===== src/rtl/dmux_router_if.sv =====
// -----------------------------------------------------------------------------
// dmux_router_if
//
// Purpose: bundles the producer-side word stream and the W consumer-side
// channels of dmux_router into one interface.
//
// Parameters:
//   W  number of output channels (power of two, >= 2)
//   N  data word width in bits
//
// Signals:
//   in_data   [N-1:0]          word offered by the producer
//   in_dest   [$clog2(W)-1:0]  destination channel index of in_data
//   in_valid                   producer has a word
//   in_ready                   router accepts the word this cycle
//   out_data  [W*N-1:0]        packed channel registers, slot 0 in the MSBs
//   out_valid [W-1:0]          channel k valid on bit W-1-k
//   out_ready [W-1:0]          consumer k ready on bit W-1-k
//
// Modports:
//   master  the environment (producer plus consumers)
//   slave   the router itself
// -----------------------------------------------------------------------------
interface dmux_router_if #(
  parameter int W = 2,
  parameter int N = 1
);
  localparam int DW = $clog2(W);

  logic [N-1:0]   in_data;
  logic [DW-1:0]  in_dest;
  logic           in_valid;
  logic           in_ready;
  logic [W*N-1:0] out_data;
  logic [W-1:0]   out_valid;
  logic [W-1:0]   out_ready;

  modport master (
    output in_data, in_dest, in_valid, out_ready,
    input  in_ready, out_data, out_valid
  );

  modport slave (
    input  in_data, in_dest, in_valid, out_ready,
    output in_ready, out_data, out_valid
  );
endinterface


===== src/rtl/dmux_router.sv =====
// -----------------------------------------------------------------------------
// dmux_router
//
// Purpose: routes one handshaked word stream to W output channels. Each word
// carries a destination index; each channel has a one-entry holding register
// with its own valid/ready handshake, so a stalled channel only blocks words
// addressed to it.
//
// Parameters:
//   W  number of output channels (power of two, >= 2)
//   N  data word width in bits
//
// Ports:
//   clk           rising-edge clock
//   rst           synchronous, active-high reset
//   bus           dmux_router_if.slave (input stream + W output channels)
//   accept_count  [15:0] words accepted since reset, wrapping; present only
//                 when the DMUX_ROUTER_STATS_EN macro is defined
// -----------------------------------------------------------------------------
module dmux_router #(
  parameter int W = 2,
  parameter int N = 1
) (
  input  logic               clk,
  input  logic               rst,
  dmux_router_if.slave       bus
`ifdef DMUX_ROUTER_STATS_EN
  ,
  output logic [15:0]        accept_count
`endif
);

  typedef enum logic {
    EMPTY = 1'b0,
    FULL  = 1'b1
  } chan_state_e;

  // Internal arrays are indexed by channel number k; the reversed bit order
  // of the external vectors is handled only in the mapping below.
  chan_state_e  state_q [W];
  chan_state_e  state_d [W];
  logic [N-1:0] data_q  [W];
  logic [N-1:0] data_d  [W];

  logic [W-1:0] chan_ready;
  logic [W-1:0] chan_fire;
  logic         in_fire;

  for (genvar k = 0; k < W; k++) begin : g_chan
    assign chan_ready[k]                  = bus.out_ready[W-1-k];
    assign chan_fire[k]                   = (state_q[k] == FULL) & chan_ready[k];
    assign bus.out_valid[W-1-k]           = (state_q[k] == FULL);
    assign bus.out_data[(W-k)*N-1 -: N]   = data_q[k];
  end

  // A full channel can still take a word when its consumer drains it on the
  // same edge; this is what sustains one word per cycle per channel.
  assign bus.in_ready = (state_q[bus.in_dest] == EMPTY) | chan_ready[bus.in_dest];
  assign in_fire      = bus.in_valid & bus.in_ready;

  // NOTE: every variable assigned here gets its hold value first, so no path
  // leaves it unassigned and no latch is inferred.
  always_comb begin
    for (int k = 0; k < W; k++) begin
      state_d[k] = state_q[k];
      data_d[k]  = data_q[k];
      if (in_fire && (int'(bus.in_dest) == k)) begin
        // Covers both EMPTY->FULL and the consume-and-reload FULL->FULL case.
        state_d[k] = FULL;
        data_d[k]  = bus.in_data;
      end else if (chan_fire[k]) begin
        state_d[k] = EMPTY;
      end
    end
  end

`ifdef DMUX_ROUTER_STATS_EN
  logic [15:0] accept_count_q;
  logic [15:0] accept_count_d;

  // Wraps naturally from 16'hFFFF to 0.
  assign accept_count_d = in_fire ? accept_count_q + 16'd1 : accept_count_q;
  assign accept_count   = accept_count_q;
`endif

  // NOTE: state uses non-blocking assignments so every flop samples the
  // pre-edge value of the others, independent of statement order.
  always_ff @(posedge clk) begin
    if (rst) begin
      for (int k = 0; k < W; k++) begin
        state_q[k] <= EMPTY;
        // NOTE: the data registers are reset too, because out_data must read
        // as zero after reset, not just be qualified invalid.
        data_q[k]  <= '0;
      end
`ifdef DMUX_ROUTER_STATS_EN
      accept_count_q <= '0;
`endif
    end else begin
      for (int k = 0; k < W; k++) begin
        state_q[k] <= state_d[k];
        data_q[k]  <= data_d[k];
      end
`ifdef DMUX_ROUTER_STATS_EN
      accept_count_q <= accept_count_d;
`endif
    end
  end

endmodule


===== src/flat_wrapper.sv =====
// flat-port wrapper written by rule: the top's interface ports become plain ports
module dmux_router_flat 
#(
  parameter int W = 2,
  parameter int N = 1
)
  (clk, rst, bus_in_data, bus_in_dest, bus_in_valid, bus_out_ready, bus_in_ready, bus_out_data, bus_out_valid);
  dmux_router_if #(.W(W), .N(N)) bus_i ();
  input  logic clk;
  input  logic rst;
  input wire logic [$bits(bus_i.in_data)-1:0] bus_in_data;
  input wire logic [$bits(bus_i.in_dest)-1:0] bus_in_dest;
  input wire logic [$bits(bus_i.in_valid)-1:0] bus_in_valid;
  input wire logic [$bits(bus_i.out_ready)-1:0] bus_out_ready;
  output wire logic [$bits(bus_i.in_ready)-1:0] bus_in_ready;
  output wire logic [$bits(bus_i.out_data)-1:0] bus_out_data;
  output wire logic [$bits(bus_i.out_valid)-1:0] bus_out_valid;
  assign bus_i.in_data = bus_in_data;
  assign bus_i.in_dest = bus_in_dest;
  assign bus_i.in_valid = bus_in_valid;
  assign bus_i.out_ready = bus_out_ready;
  assign bus_in_ready = bus_i.in_ready;
  assign bus_out_data = bus_i.out_data;
  assign bus_out_valid = bus_i.out_valid;
  dmux_router #(.W(W), .N(N)) u_core (.clk(clk), .rst(rst), .bus(bus_i));
endmodule

===== config.mk =====
export PLATFORM = sky130hd
export DESIGN_NAME = dmux_router_flat
export DESIGN_NICKNAME = d
export VERILOG_FILES = /design/src/rtl/dmux_router_if.sv /design/src/rtl/dmux_router.sv /design/src/flat_wrapper.sv
export SDC_FILE = /design/constraint.sdc
export NUM_CORES = 1
export LEC_CHECK = 0
export CAP_MARGIN = 25
export CORE_AREA = 10 10 47 49
export DETAILED_ROUTE_END_ITERATION = 8
export DIE_AREA = 0 0 57 59
export GPL_TIMING_DRIVEN = 0
export PLACE_DENSITY = 0.49
export SETUP_SLACK_MARGIN = 0.15
export SYNTH_ARGS = -nofsm -noshare
export SYNTH_HDL_FRONTEND = slang
export SYNTH_SLANG_ARGS = --single-unit

===== constraint.sdc =====
create_clock -name clk -period 1 [get_ports clk]
set_input_delay 0.1 -clock clk [delete_from_list [all_inputs] [get_ports clk]]
set_output_delay 0.1 -clock clk [all_outputs]
set_load 0.02 [all_outputs]

**Word level (Yosys, flattened, before mapping)**

Memory sizes are Yosys's and may differ from the RTL's.
Cells that the tools add are included.

- Register bits: 0
- Memory bits (writable): 4
- Output and inout port bits: 5
- Word-level logic and storage cells: 30
- Memories: 2

Memory list:

| name | depth | width | read ports | clocked after memory_dff | write ports | RTL line | source |
|---|---|---|---|---|---|---|---|
| u_core.data_q | 2 | 1 | 2 | 0 | 2 | dmux_router.sv:42 | `logic [N-1:0] data_q [W];` |
| u_core.state_q | 2 | 1 | 3 | 0 | 2 | dmux_router.sv:40 | `chan_state_e state_q [W];` |

- Order comparisons: 1
- Muxes and demuxes: 15
- Bitwise gates (word level): 10
- Reductions and logical operators: 2

Operators with widths:

| operator | count |
|---|---|
| $mux 1 | 15 |
| $or 1x1->1 | 5 |
| $and 1x1->1 | 3 |
| $logic_and 1x1->1 | 2 |
| $lt 1x2->1 const B | 1 |
| $not 1->1 | 2 |

**Depth between registers and ports, before layout**

Gate-level depths: netlist of the first run.

- Depth in word-level cells: 7
- Gate-level depth with buffers: 3
- Mapped depth without buffers: 3

**Worst setup path before layout of the first run**

OpenSTA, ideal clock, no wires.

- Kind: register to register
- Start: memory u_core.state_q[1] (netlist name)
- End: memory u_core.data_q[1][0] (netlist: u_core.data_q[0][1])
- Library setup time: 0.070 ns
- Data arrival time: 0.870 ns
- Required time: 0.930 ns
- Path slack: 0.061 ns
- Stages on the path, launching flop included: 4
- Buffers on the path: 0
- Clock period less this slack: 0.939 ns
- Cell sequence: dfxtp_1 > nor2b_4 > or3b_1 > a21oi_1

RTL lines:

| item | RTL line |
|---|---|
| start, declared | dmux_router.sv:40 |
| end, declared | dmux_router.sv:42 |

==> results of run 1 <==
stage by stage:
| stage | util (%) | TNS (ns) | setup slack [ns] | hold WS, ns | instances |
|---|---|---|---|---|---|
| floorplan | - | 0 | 0.06661 | 0.1691 | 22 |
| global placement | 23.21 | -1.262 | -0.5714 | 0.4682 | 49 |
| detailed placement | 23.21 | -1.275 | -0.5598 | 0.4715 | 49 |
| CTS | 25.89 | -0.05457 | -0.05252 | 0.2780 | 53 |
| global route | 26.70 | -0.1068 | -0.07108 | 0.2899 | 53 |
| finish | 26.70 | -0.03599 | -0.03599 | 0.2778 | 53 |
metal layers:
layer | vias to the layer above | routed length, um
li1 | 103 | -
met1 | 85 | 231
met2 | 9 | 215
met3 | 0 | 97
met4 | 0 | 0
met5 | - | 0
layout make-up:
class,instances,area [um2]
Clock buffer,3,22.52
Timing Repair Buffer,12,111.4
Fill cell,164,1027
Tap cell,16,20.02
Multi-Input combinational cell,16,118.9
Buffer,2,18.77
Sequential cell,4,82.58
layout by cell type (no fill, tap or decap):
cell type | netlist | routed
buf_6 | 0 | 5
a21oi_1 | 4 | 3
nand2b_1 | 5 | 3
clkbuf_4 | 0 | 3
clkdlybuf4s50_1 | 0 | 3
dlygate4sd2_1 | 0 | 3
nand2b_4 | 0 | 2
nor2_1 | 2 | 2
buf_2 | 0 | 2
dfxtp_1 | 4 | 2
dfxtp_2 | 0 | 2
nor2b_4 | 1 | 1
a21oi_2 | 0 | 1
nand2_1 | 1 | 1
or3b_1 | 1 | 1
o21ai_1 | 1 | 1
mux2i_1 | 1 | 1
buf_4 | 2 | 1
flip-flops by register name (all words and copies together), names as in the netlist:
name            cells
u_core.state_q      2
u_core.data_q       2
cell families after synthesis:
kind of cell | count (synthesis) | share of synthesized area [%]
and+or+nand+nor | 10 | 33.33
AOI/OAI and AO/OA | 5 | 12.82
DFF | 4 | 41.03
buffers and inverters | 2 | 7.690
muxes | 1 | 5.128
critical path, cell delays in order, from the launching register on:
cell	delay (ns)
dfxtp_2	0.35
nand2b_4	0.06
nor2_1	0.11
a21oi_2	0.05
buf_6	0.13
worst paths after layout:
kind	startpoint	end	slack (ns)	cells past startpoint
hold / removal	bus_in_valid	u_core.state_q[1]$_SDFF_PP0_	0.28	3
hold reg to reg	u_core.data_q[0][0]$_SDFFE_PP0P_	u_core.data_q[0][0]$_SDFFE_PP0P_	0.48	2
setup / recovery	u_core.state_q[0]$_SDFF_PP0_	bus_in_ready	-0.04	4
setup reg to reg	u_core.state_q[1]$_SDFF_PP0_	u_core.data_q[0][1]$_SDFFE_PP0P_	0.01	3
where the power goes:
| group | total (mW) | internal (mW) | switching (mW) | leakage (nW) |
|---|---|---|---|---|
| clock | 0.204 | 0.134 | 0.0692 | 0.0138 |
| sequential | 0.175 | 0.170 | 0.00527 | 0.0336 |
| combinational | 0.0963 | 0.0567 | 0.0396 | 0.124 |
| total | 0.475 | 0.361 | 0.114 | 0.172 |
repair_timing:
action                     4_1_cts  5_1_grt
setup endpoints to repair        7        5
pin swaps                        3        2
resized for setup               33        3
setup buffers                    1        0
==> summary.md, run 1 <==
| Metric | Value |
|---|---|
| Port Buffers | `11` |
| Initial antenna violation count | `0` |
| Share of layout cells above drive strength 1 | `45.95%` |
| Outcome | `finished with violations` |
| Drt wl/cell | `10.26 um` |
| Clock latency at the later pin of the worst-skew pair | `0.23 ns` |
| DRC | `0` |
| Unrepaired setup endpoints after global routing | `yes` |
| Vias | `197` |
| Syn Inst Count | `22` |
| Max Slew Vio Count | `0` |
| Max Cap Viol | `0` |
| Met3 GRT Util | `3.433%` |
| Clock slew at reported path FFs | `0.04 ns` |
| GRT Util Overall | `3.595%` |
| Post-synthesis net count | `29` |
| Violated checks | `setup timing` |
| Worst setup margin | `-0.03599 ns` |
| Worst Tran Pin Value | `0.1786 ns` |
| Final worst path period share | `103.6%` |
| Area growth from synthesis to layout | `91.67%` |
| Final WL | `544 um` |
| CTS tree | `yes` |
| Setup CP Type | `flop to output port` |
| Core Area | `0.001401 mm2` |
| Slew HR | `88.10%` |
| Full die area | `0.003363 mm2` |
| Diode count | `0` |
| H-tree levels | `1` |
| Tmin final | `1.036 ns` |
| First-pass GRT wire length | `883 um` |
| Crit Path Max Fanout | `2` |
| Async S/R FF share, synth | `0%` |
| Die width | `57 um` |
| EDFF count, synth | `0` |
| Grt met1 use | `3.226%` |
| Ys Warns | `0` |
| Top post-synthesis cells by count | `nand2b_1 (5), a21oi_1 (4), dfxtp_1 (4)` |
| Largest net degree at the start of global routing | `6` |
| Top post-synthesis cells by area | `dfxtp_1 (41%), nand2b_1 (16%), a21oi_1 (10%)` |
| Nets | `46` |
| Worst EP arrival | `0.94 ns` |
| Share of the synthesized area in the top cell type | `41.03%` |
| GP Congestion | `0.6015` |
| Total gr overflow | `0` |
| Post-synth top area cell | `dfxtp_1` |
| Lkg Pwr | `0.1718 nW` |
| # rows | `14` |
| Main synth FF type | `dfxtp_1` |
| Worst vdd rail ir drop | `0.0002954 V` |
| Count of final setup violators | `1` |
| GR peak layer | `met4` |
| GR Util met2 | `3.876%` |
| Crit. End Element | `output port` |
| Worst endpoint required time | `0.90 ns` |
| Final total power | `0.4749 mW` |
| Count leader, synth | `nand2b_1` |
| Routed vias/inst | `3.717` |
| DP Area | `325.3 um2` |
| Number of global-route vias before repair | `213` |
| Max Clock Skew | `0.00002587 ns` |
| IO Count | `12` |
| Final hold violations | `0` |
| CTS buffer count | `3` |
| Longest Clk Path Bufs | `2` |
| DRT Pass-1 Iters | `2` |
| Mapped cell area | `195.2 um2` |
| Hold_buf cts | `0` |
| Highest clock rate | `0.9653 GHz` |
| Clk sinks | `4` |
| Netlist cell types | `10` |
| Finished Cell Area | `374.1 um2` |
| Power per cell area | `1269 mW/mm2` |
| Die height | `59 um` |
| Final ANT Viol Nets | `0` |
| Hold crit path type | `input pin to flop` |
| 1st-iter DRT viols | `2` |
| Starting Density | `13.93%` |
| FF+latch count, synth | `4` |
| Post-synthesis sequential area ratio | `41.03%` |
| Syn_area_per_cell | `8.872 um2` |
| Root buffer cell | `clkbuf_4` |
| CP startpoint kind | `flop` |
Power figures use the tool's default switching activity.
==> run 2: changes to the inputs <==
Settings changed: SLEW_MARGIN from default to 0.
==> results of run 2 <==
No change in the layout: final DEF, timing and power equal those of run 1.
